<file path="config.mk">
export PLATFORM = sky130hd
export DESIGN_NAME = ram_port_arbiter
export DESIGN_NICKNAME = d
export VERILOG_FILES = /design/src/rtl/ram_port_arbiter.sv
export SDC_FILE = /design/constraint.sdc
export NUM_CORES = 1
export LEC_CHECK = 0
export ABC_AREA = 0
export CAP_MARGIN = 40
export CORE_UTILIZATION = 45
export DETAILED_ROUTE_END_ITERATION = 7
export PLACE_DENSITY_LB_ADDON = 0.2
export REMOVE_ABC_BUFFERS = 1
export SYNTH_ARGS = -nofsm -noshare
export SYNTH_HDL_FRONTEND = slang
export SYNTH_SLANG_ARGS = --single-unit
</file>
<file path="constraint.sdc">
create_clock -name iCLK -period 7.28 [get_ports iCLK]
set_input_delay 1.456 -clock iCLK [delete_from_list [all_inputs] [get_ports iCLK]]
set_output_delay 1.456 -clock iCLK [all_outputs]
set_load 0.1 [all_outputs]
</file>
<file path="src/rtl/ram_port_arbiter.sv">
`default_nettype none
// ============================================================================
// Module   : ram_port_arbiter
// Brief    : Arbitrates the I/S/A/F ALU RAM channels onto one synchronous RAM
//            port, with a read-modify-write lock for the atomic channel.
//            Define RAM_ARB_RR_EN for round robin; default is I > S > A > F.
// Revision : 1.0 - initial release
// ============================================================================
module ram_port_arbiter #(
  parameter int ADDR_W       = 8,
  parameter int DATA_W       = 32,
  parameter int LOCK_TIMEOUT = 16
) (
  input  logic              iCLK,
  input  logic              iRST,
  input  logic              iRAM_CE_I,
  input  logic              iRAM_CE_S,
  input  logic              iRAM_CE_A,
  input  logic              iRAM_CE_F,
  input  logic              iRAM_RD_I,
  input  logic              iRAM_RD_S,
  input  logic              iRAM_RD_A,
  input  logic              iRAM_RD_F,
  input  logic              iRAM_WR_I,
  input  logic              iRAM_WR_S,
  input  logic              iRAM_WR_A,
  input  logic              iRAM_WR_F,
  input  logic [ADDR_W-1:0] iRAM_ADDR_I,
  input  logic [ADDR_W-1:0] iRAM_ADDR_S,
  input  logic [ADDR_W-1:0] iRAM_ADDR_A,
  input  logic [ADDR_W-1:0] iRAM_ADDR_F,
  input  logic [DATA_W-1:0] iRAM_DATA_WR_I,
  input  logic [DATA_W-1:0] iRAM_DATA_WR_S,
  input  logic [DATA_W-1:0] iRAM_DATA_WR_A,
  input  logic [DATA_W-1:0] iRAM_DATA_WR_F,
  input  logic              iLOCK_A,
  output logic [DATA_W-1:0] oRAM_DATA_RD_I,
  output logic [DATA_W-1:0] oRAM_DATA_RD_S,
  output logic [DATA_W-1:0] oRAM_DATA_RD_A,
  output logic [DATA_W-1:0] oRAM_DATA_RD_F,
  output logic              oACK_I,
  output logic              oACK_S,
  output logic              oACK_A,
  output logic              oACK_F,
  output logic              oRAM_CE,
  output logic              oRAM_RD,
  output logic              oRAM_WR,
  output logic [ADDR_W-1:0] oRAM_ADDR,
  output logic [DATA_W-1:0] oRAM_DATA,
  input  logic [DATA_W-1:0] iRAM_DATA,
  output logic [1:0]        oGNT,
  output logic              oBUSY,
  output logic              oLOCK_ERR
);

  localparam int CNT_W = (LOCK_TIMEOUT < 2) ? 1 : $clog2(LOCK_TIMEOUT);

  typedef enum logic [1:0] {
    S_IDLE   = 2'd0,
    S_ISSUE  = 2'd1,
    S_DONE   = 2'd2,
    S_LOCKED = 2'd3
  } state_t;

  state_t            r_state;
  state_t            w_state_nxt;
  logic [1:0]        r_gnt;
  logic              r_rd;
  logic              r_wr;
  logic [ADDR_W-1:0] r_addr;
  logic [DATA_W-1:0] r_wdata;
  logic [DATA_W-1:0] r_rd_data [4];
  logic [CNT_W-1:0]  r_cnt;
  logic              r_lock_err;

  logic [3:0]        w_req;
  logic [3:0]        w_rd;
  logic [3:0]        w_wr;
  logic [ADDR_W-1:0] w_addr [4];
  logic [DATA_W-1:0] w_wdata [4];
  logic [1:0]        w_pick;
  logic              w_grant;
  logic [1:0]        w_grant_idx;
  logic              w_cnt_clr;
  logic              w_cnt_inc;
  logic              w_lock_to;
  logic              w_issue;
  logic              w_done;
  logic [3:0]        w_ack;
  logic [DATA_W-1:0] w_rd_out [4];

  assign w_rd  = {iRAM_RD_F, iRAM_RD_A, iRAM_RD_S, iRAM_RD_I};
  assign w_wr  = {iRAM_WR_F, iRAM_WR_A, iRAM_WR_S, iRAM_WR_I};
  assign w_req = {iRAM_CE_F, iRAM_CE_A, iRAM_CE_S, iRAM_CE_I} & (w_rd | w_wr);

  assign w_addr[0]  = iRAM_ADDR_I;
  assign w_addr[1]  = iRAM_ADDR_S;
  assign w_addr[2]  = iRAM_ADDR_A;
  assign w_addr[3]  = iRAM_ADDR_F;
  assign w_wdata[0] = iRAM_DATA_WR_I;
  assign w_wdata[1] = iRAM_DATA_WR_S;
  assign w_wdata[2] = iRAM_DATA_WR_A;
  assign w_wdata[3] = iRAM_DATA_WR_F;

`ifdef RAM_ARB_RR_EN
  logic [1:0] r_last;
  logic [1:0] w_idx;
  logic       w_found;

  // Scan starts just after the last grant; k=4 wraps back to r_last itself.
  always_comb begin
    w_pick  = r_last;
    w_found = 1'b0;
    w_idx   = r_last;
    for (int k = 1; k <= 4; k++) begin
      w_idx = r_last + 2'(k);
      if (!w_found && w_req[w_idx]) begin
        w_pick  = w_idx;
        w_found = 1'b1;
      end
    end
  end

  always_ff @(posedge iCLK or negedge iRST) begin
    if (!iRST) begin
      r_last <= 2'd3;
    end else if (w_grant) begin
      r_last <= w_grant_idx;
    end
  end
`else
  always_comb begin
    w_pick = 2'd3;
    if (w_req[2]) w_pick = 2'd2;
    if (w_req[1]) w_pick = 2'd1;
    if (w_req[0]) w_pick = 2'd0;
  end
`endif

  always_comb begin
    w_state_nxt = r_state;
    w_grant     = 1'b0;
    w_grant_idx = r_gnt;
    w_cnt_clr   = 1'b0;
    w_cnt_inc   = 1'b0;
    w_lock_to   = 1'b0;
    case (r_state)
      S_IDLE: begin
        if (|w_req) begin
          w_grant     = 1'b1;
          w_grant_idx = w_pick;
          w_state_nxt = S_ISSUE;
        end
      end
      S_ISSUE: w_state_nxt = S_DONE;
      S_DONE: begin
        if ((r_gnt == 2'd2) && iLOCK_A) begin
          w_state_nxt = S_LOCKED;
          w_cnt_clr   = 1'b1;
        end else begin
          w_state_nxt = S_IDLE;
        end
      end
      S_LOCKED: begin
        if (w_req[2]) begin
          w_grant     = 1'b1;
          w_grant_idx = 2'd2;
          w_cnt_clr   = 1'b1;
          w_state_nxt = S_ISSUE;
        end else if (!iLOCK_A) begin
          w_state_nxt = S_IDLE;
        end else if (r_cnt == CNT_W'(LOCK_TIMEOUT - 1)) begin
          w_lock_to   = 1'b1;
          w_state_nxt = S_IDLE;
        end else begin
          w_cnt_inc = 1'b1;
        end
      end
      default: w_state_nxt = S_IDLE;
    endcase
  end

  always_ff @(posedge iCLK or negedge iRST) begin
    if (!iRST) begin
      r_state    <= S_IDLE;
      r_gnt      <= 2'd0;
      r_rd       <= 1'b0;
      r_wr       <= 1'b0;
      r_addr     <= '0;
      r_wdata    <= '0;
      r_cnt      <= '0;
      r_lock_err <= 1'b0;
      for (int k = 0; k < 4; k++) r_rd_data[k] <= '0;
    end else begin
      r_state <= w_state_nxt;
      // RD with WR executes as a write, and reads drive zero write data.
      if (w_grant) begin
        r_gnt   <= w_grant_idx;
        r_addr  <= w_addr[w_grant_idx];
        r_wr    <= w_wr[w_grant_idx];
        r_rd    <= w_rd[w_grant_idx] & ~w_wr[w_grant_idx];
        r_wdata <= w_wr[w_grant_idx] ? w_wdata[w_grant_idx] : '0;
      end
      if (w_done && r_rd) r_rd_data[r_gnt] <= iRAM_DATA;
      if (w_cnt_clr) begin
        r_cnt <= '0;
      end else if (w_cnt_inc) begin
        r_cnt <= r_cnt + CNT_W'(1);
      end
      if (w_lock_to) r_lock_err <= 1'b1;
    end
  end

  assign w_issue   = (r_state == S_ISSUE);
  assign w_done    = (r_state == S_DONE);
  assign w_ack     = w_done ? (4'b0001 << r_gnt) : 4'b0000;

  assign oRAM_CE   = w_issue;
  assign oRAM_RD   = w_issue & r_rd;
  assign oRAM_WR   = w_issue & r_wr;
  assign oRAM_ADDR = r_addr;
  assign oRAM_DATA = r_wdata;
  assign oGNT      = r_gnt;
  assign oBUSY     = (r_state != S_IDLE);
  assign oLOCK_ERR = r_lock_err;

  assign oACK_I    = w_ack[0];
  assign oACK_S    = w_ack[1];
  assign oACK_A    = w_ack[2];
  assign oACK_F    = w_ack[3];

  // RAM data arrives in DONE; forward it alongside the ack, then hold it.
  generate
    for (genvar g = 0; g < 4; g++) begin : g_rd_out
      assign w_rd_out[g] = (w_ack[g] && r_rd) ? iRAM_DATA : r_rd_data[g];
    end
  endgenerate

  assign oRAM_DATA_RD_I = w_rd_out[0];
  assign oRAM_DATA_RD_S = w_rd_out[1];
  assign oRAM_DATA_RD_A = w_rd_out[2];
  assign oRAM_DATA_RD_F = w_rd_out[3];

endmodule
`default_nettype wire

</file>
==> flow_summary.json <==
{
  "num_vias": 8763,
  "whs_endpoint": "oRAM_DATA[28]$_DFFE_PN0P_",
  "dp_slack_ps": 2450,
  "dr.pass1.iters": 5,
  "drt-total-wl_mm": 37.2,
  "tns_ps": 0,
  "cts_root_buffer": "clkbuf_16",
  "finalSetupViolCount": 0,
  "synth-async-reset-ratio": 1.00,
  "period_share": 0.708,
  "synth-seq-cells": 179,
  "cp-start-kind": "flip-flop",
  "synthCells": 727,
  "hold_viol_final": 0,
  "start_util": 0.461,
  "fmax_ghz": 0.194,
  "rows": 53,
  "use_met3": 0.0777,
  "crit_path_end_kind": "output port",
  "route.detailed.drc": 0,
  "cts_resized": 0,
  "synth_edf_count": 0,
  "clkSlewWorstSetupHoldPaths_ps": 70,
  "place.gp.congestion": 0.861,
  "grt.overflow.total": 0,
  "io_pins": 386,
  "max-cap-violations": 0,
  "nets": 1489,
  "cts_buffers": 17,
  "vias_per_cell": 5.60,
  "mostFrequentLayoutCells": "clkdlybuf4s50_1 (384), mux2_2 (265), dfrtp_1 (179)",
  "reg2reg_depth": 9,
  "ys_types": 45,
  "cts_tree": "done",
  "postCtsHoldBufs": 0,
  "reg2reg_from": "r_state[0]$_DFFE_PN0P_",
  "grt_use_met1": 0.397,
  "critPathArrivalTime_ps": 3700,
  "grt_pass1_vias": 9581,
  "grt_util_met2": 0.612,
  "busiest_layer": "met2",
  "critPathMaxFanout": 39,
  "synth.avg_cell_area_um2": 13.4,
  "r2r_slack_ps": 3550,
  "path_class": "reg -> out",
  "wl_per_cell_um": 23.8,
  "cts_max_level": 4,
  "layout_commonest_cell": "clkdlybuf4s50_1",
  "grt_use_total": 0.344,
  "dp_hpwl_mm": 27.4,
  "die_w_um": 149,
  "synth_area_leader_cell": "dfrtp_1",
  "maxSlewViolCount": 0,
  "die_y_um": 149,
  "fin_crit_ps": 5150,
  "rsz0062_at_grt": "false",
  "skew_ps": 29.7,
  "cts_num_sinks": 179,
  "antenna_left": 0,
  "hold_path_depth": 2,
  "antenna_found_initial": 1,
  "ys_warn_count": 0,
  "grt_max_degree": 60,
  "final_area_mm2": 0.0181,
  "core_mm2": 0.0212,
  "portBuffers": 385,
  "seq_area_frac_synth": 0.460,
  "ys.flop_type": "dfrtp_1",
  "r2r-end": "oRAM_ADDR[1]$_DFFE_PN0P_",
  "clock_path_buffers": 2,
  "synth_area_leaders": "dfrtp_1 (46%), mux2_2 (31%), mux2i_1 (6.7%)",
  "synth_top_area_frac": 0.460,
  "tightest_slew_ps": 791,
  "die-area_mm2": 0.0223,
  "drive_gt1_frac": 0.420,
  "timing.max_slew.rel_slack": 0.473,
  "clock_latency_ps": 450,
  "timing.final.ws_setup_ps": 2130,
  "drt_iter0_drc": 497,
  "placed_cell_area_mm2": 0.0175,
  "post_cts_buffers": 0,
  "status": "complete, no violations",
  "grt_pass1_wl_mm": 56.8,
  "synthesis.area_mm2": 0.00975,
  "required_ps": 5820,
  "worstHoldStart": "oRAM_DATA[28]$_DFFE_PN0P_",
  "syn_to_final_growth_pct": 85.7,
  "hold_class": "reg -> reg"
}
-- worst max-delay path by stage --
stage	from	cells after the start	slack, ps	to
3_5_place_dp	iRAM_WR_A	8	2450	oRAM_ADDR[1]$_DFFE_PN0P_
4_1_cts	r_state[0]$_DFFE_PN0P_	9	2120	oRAM_DATA_RD_F[17]
6_report	r_state[0]$_DFFE_PN0P_	9	2130	oRAM_DATA_RD_F[17]
3_3_place_gp	iRAM_DATA[12]	3	2270	oRAM_DATA_RD_S[12]
5_1_grt	r_state[0]$_DFFE_PN0P_	9	2010	oRAM_DATA_RD_F[4]
2_1_floorplan	oGNT[1]$_DFFE_PN0P_	4	730	oRAM_DATA_RD_F[0]
-- critical path, stage by stage (launching register included) --
cell             delay [ps]
dfrtp_1                 430
inv_1                    90
ha_1                    240
nand2_1                 100
nor2_1                   70
nand2_2                 540
buf_4                   580
mux2_2                  390
clkdlybuf4s50_1         550
buf_16                  230
-- final cells by class --
type,instances,area [um^2]
Multi-Input combinational cell,491,4980
Clock buffer,18,439
Clock inverter,14,139
Inverter,7,26.3
Antenna cell,1,2.50
Timing Repair Buffer,581,7690
Fill cell,911,3050
Tap cell,275,344
Sequential cell,179,4480
-- cell usage after synthesis (3+ instances only) --
cell type and count:
nand3b_1 3, clkbuf_1 26, o21ai_0 4, dfrtp_1 179
mux2i_1 65, mux4_2 7, and2_1 4, nor2_1 9
nand3_1 3, buf_6 7, inv_1 7, buf_2 13
o221ai_2 32, mux2_2 265, a21oi_1 6, nand2_1 48
o21a_1 3, buf_4 4, o22ai_1 3, ha_1 5
-- flip-flops by register name, indices dropped and copies added, names as in the netlist --
name,flops
r_rd_data,128
oRAM_DATA,32
oRAM_ADDR,8
r_cnt,4
oGNT,2
r_state,2
oLOCK_ERR,1
r_rd,1
r_wr,1
-- cells by family (layout without fill, tap and decap cells) --
logic type | after synthesis | count (layout) | synth area share
multiplexers | 337 | 337 | 0.389
other | 0 | 1 | 0
XOR/XNOR | 2 | 2 | 0.00180
buffers and inverters | 57 | 620 | 0.0305
AO/OA/AOI/OAI | 68 | 68 | 0.0764
adder cells (fa/ha/maj) | 5 | 5 | 0.00642
flip-flops | 179 | 179 | 0.460
AND/OR/NAND/NOR | 79 | 79 | 0.0363
-- per-layer routing --
| metal | part of all wire | wire length, um |
|---|---|---|
| met1 | 0.37 | 13900 |
| met2 | 0.53 | 19800 |
| met3 | 0.061 | 2280 |
| met4 | 0.034 | 1260 |
| met5 | 0 | 0 |
-- stage by stage --
step | std cells | utilization | hold slack, ps
2_1_floorplan | 677 | - | 442
3_3_place_gp | 1347 | 0.651 | 472
3_5_place_dp | 1533 | 0.828 | 470
4_1_cts | 1565 | 0.856 | 500
5_1_grt | 1566 | 0.856 | 518
6_report | 1566 | 0.856 | 497
Power is not shown: default switching activity piles up to over one toggle a cycle in this logic, so the estimate is an artifact.
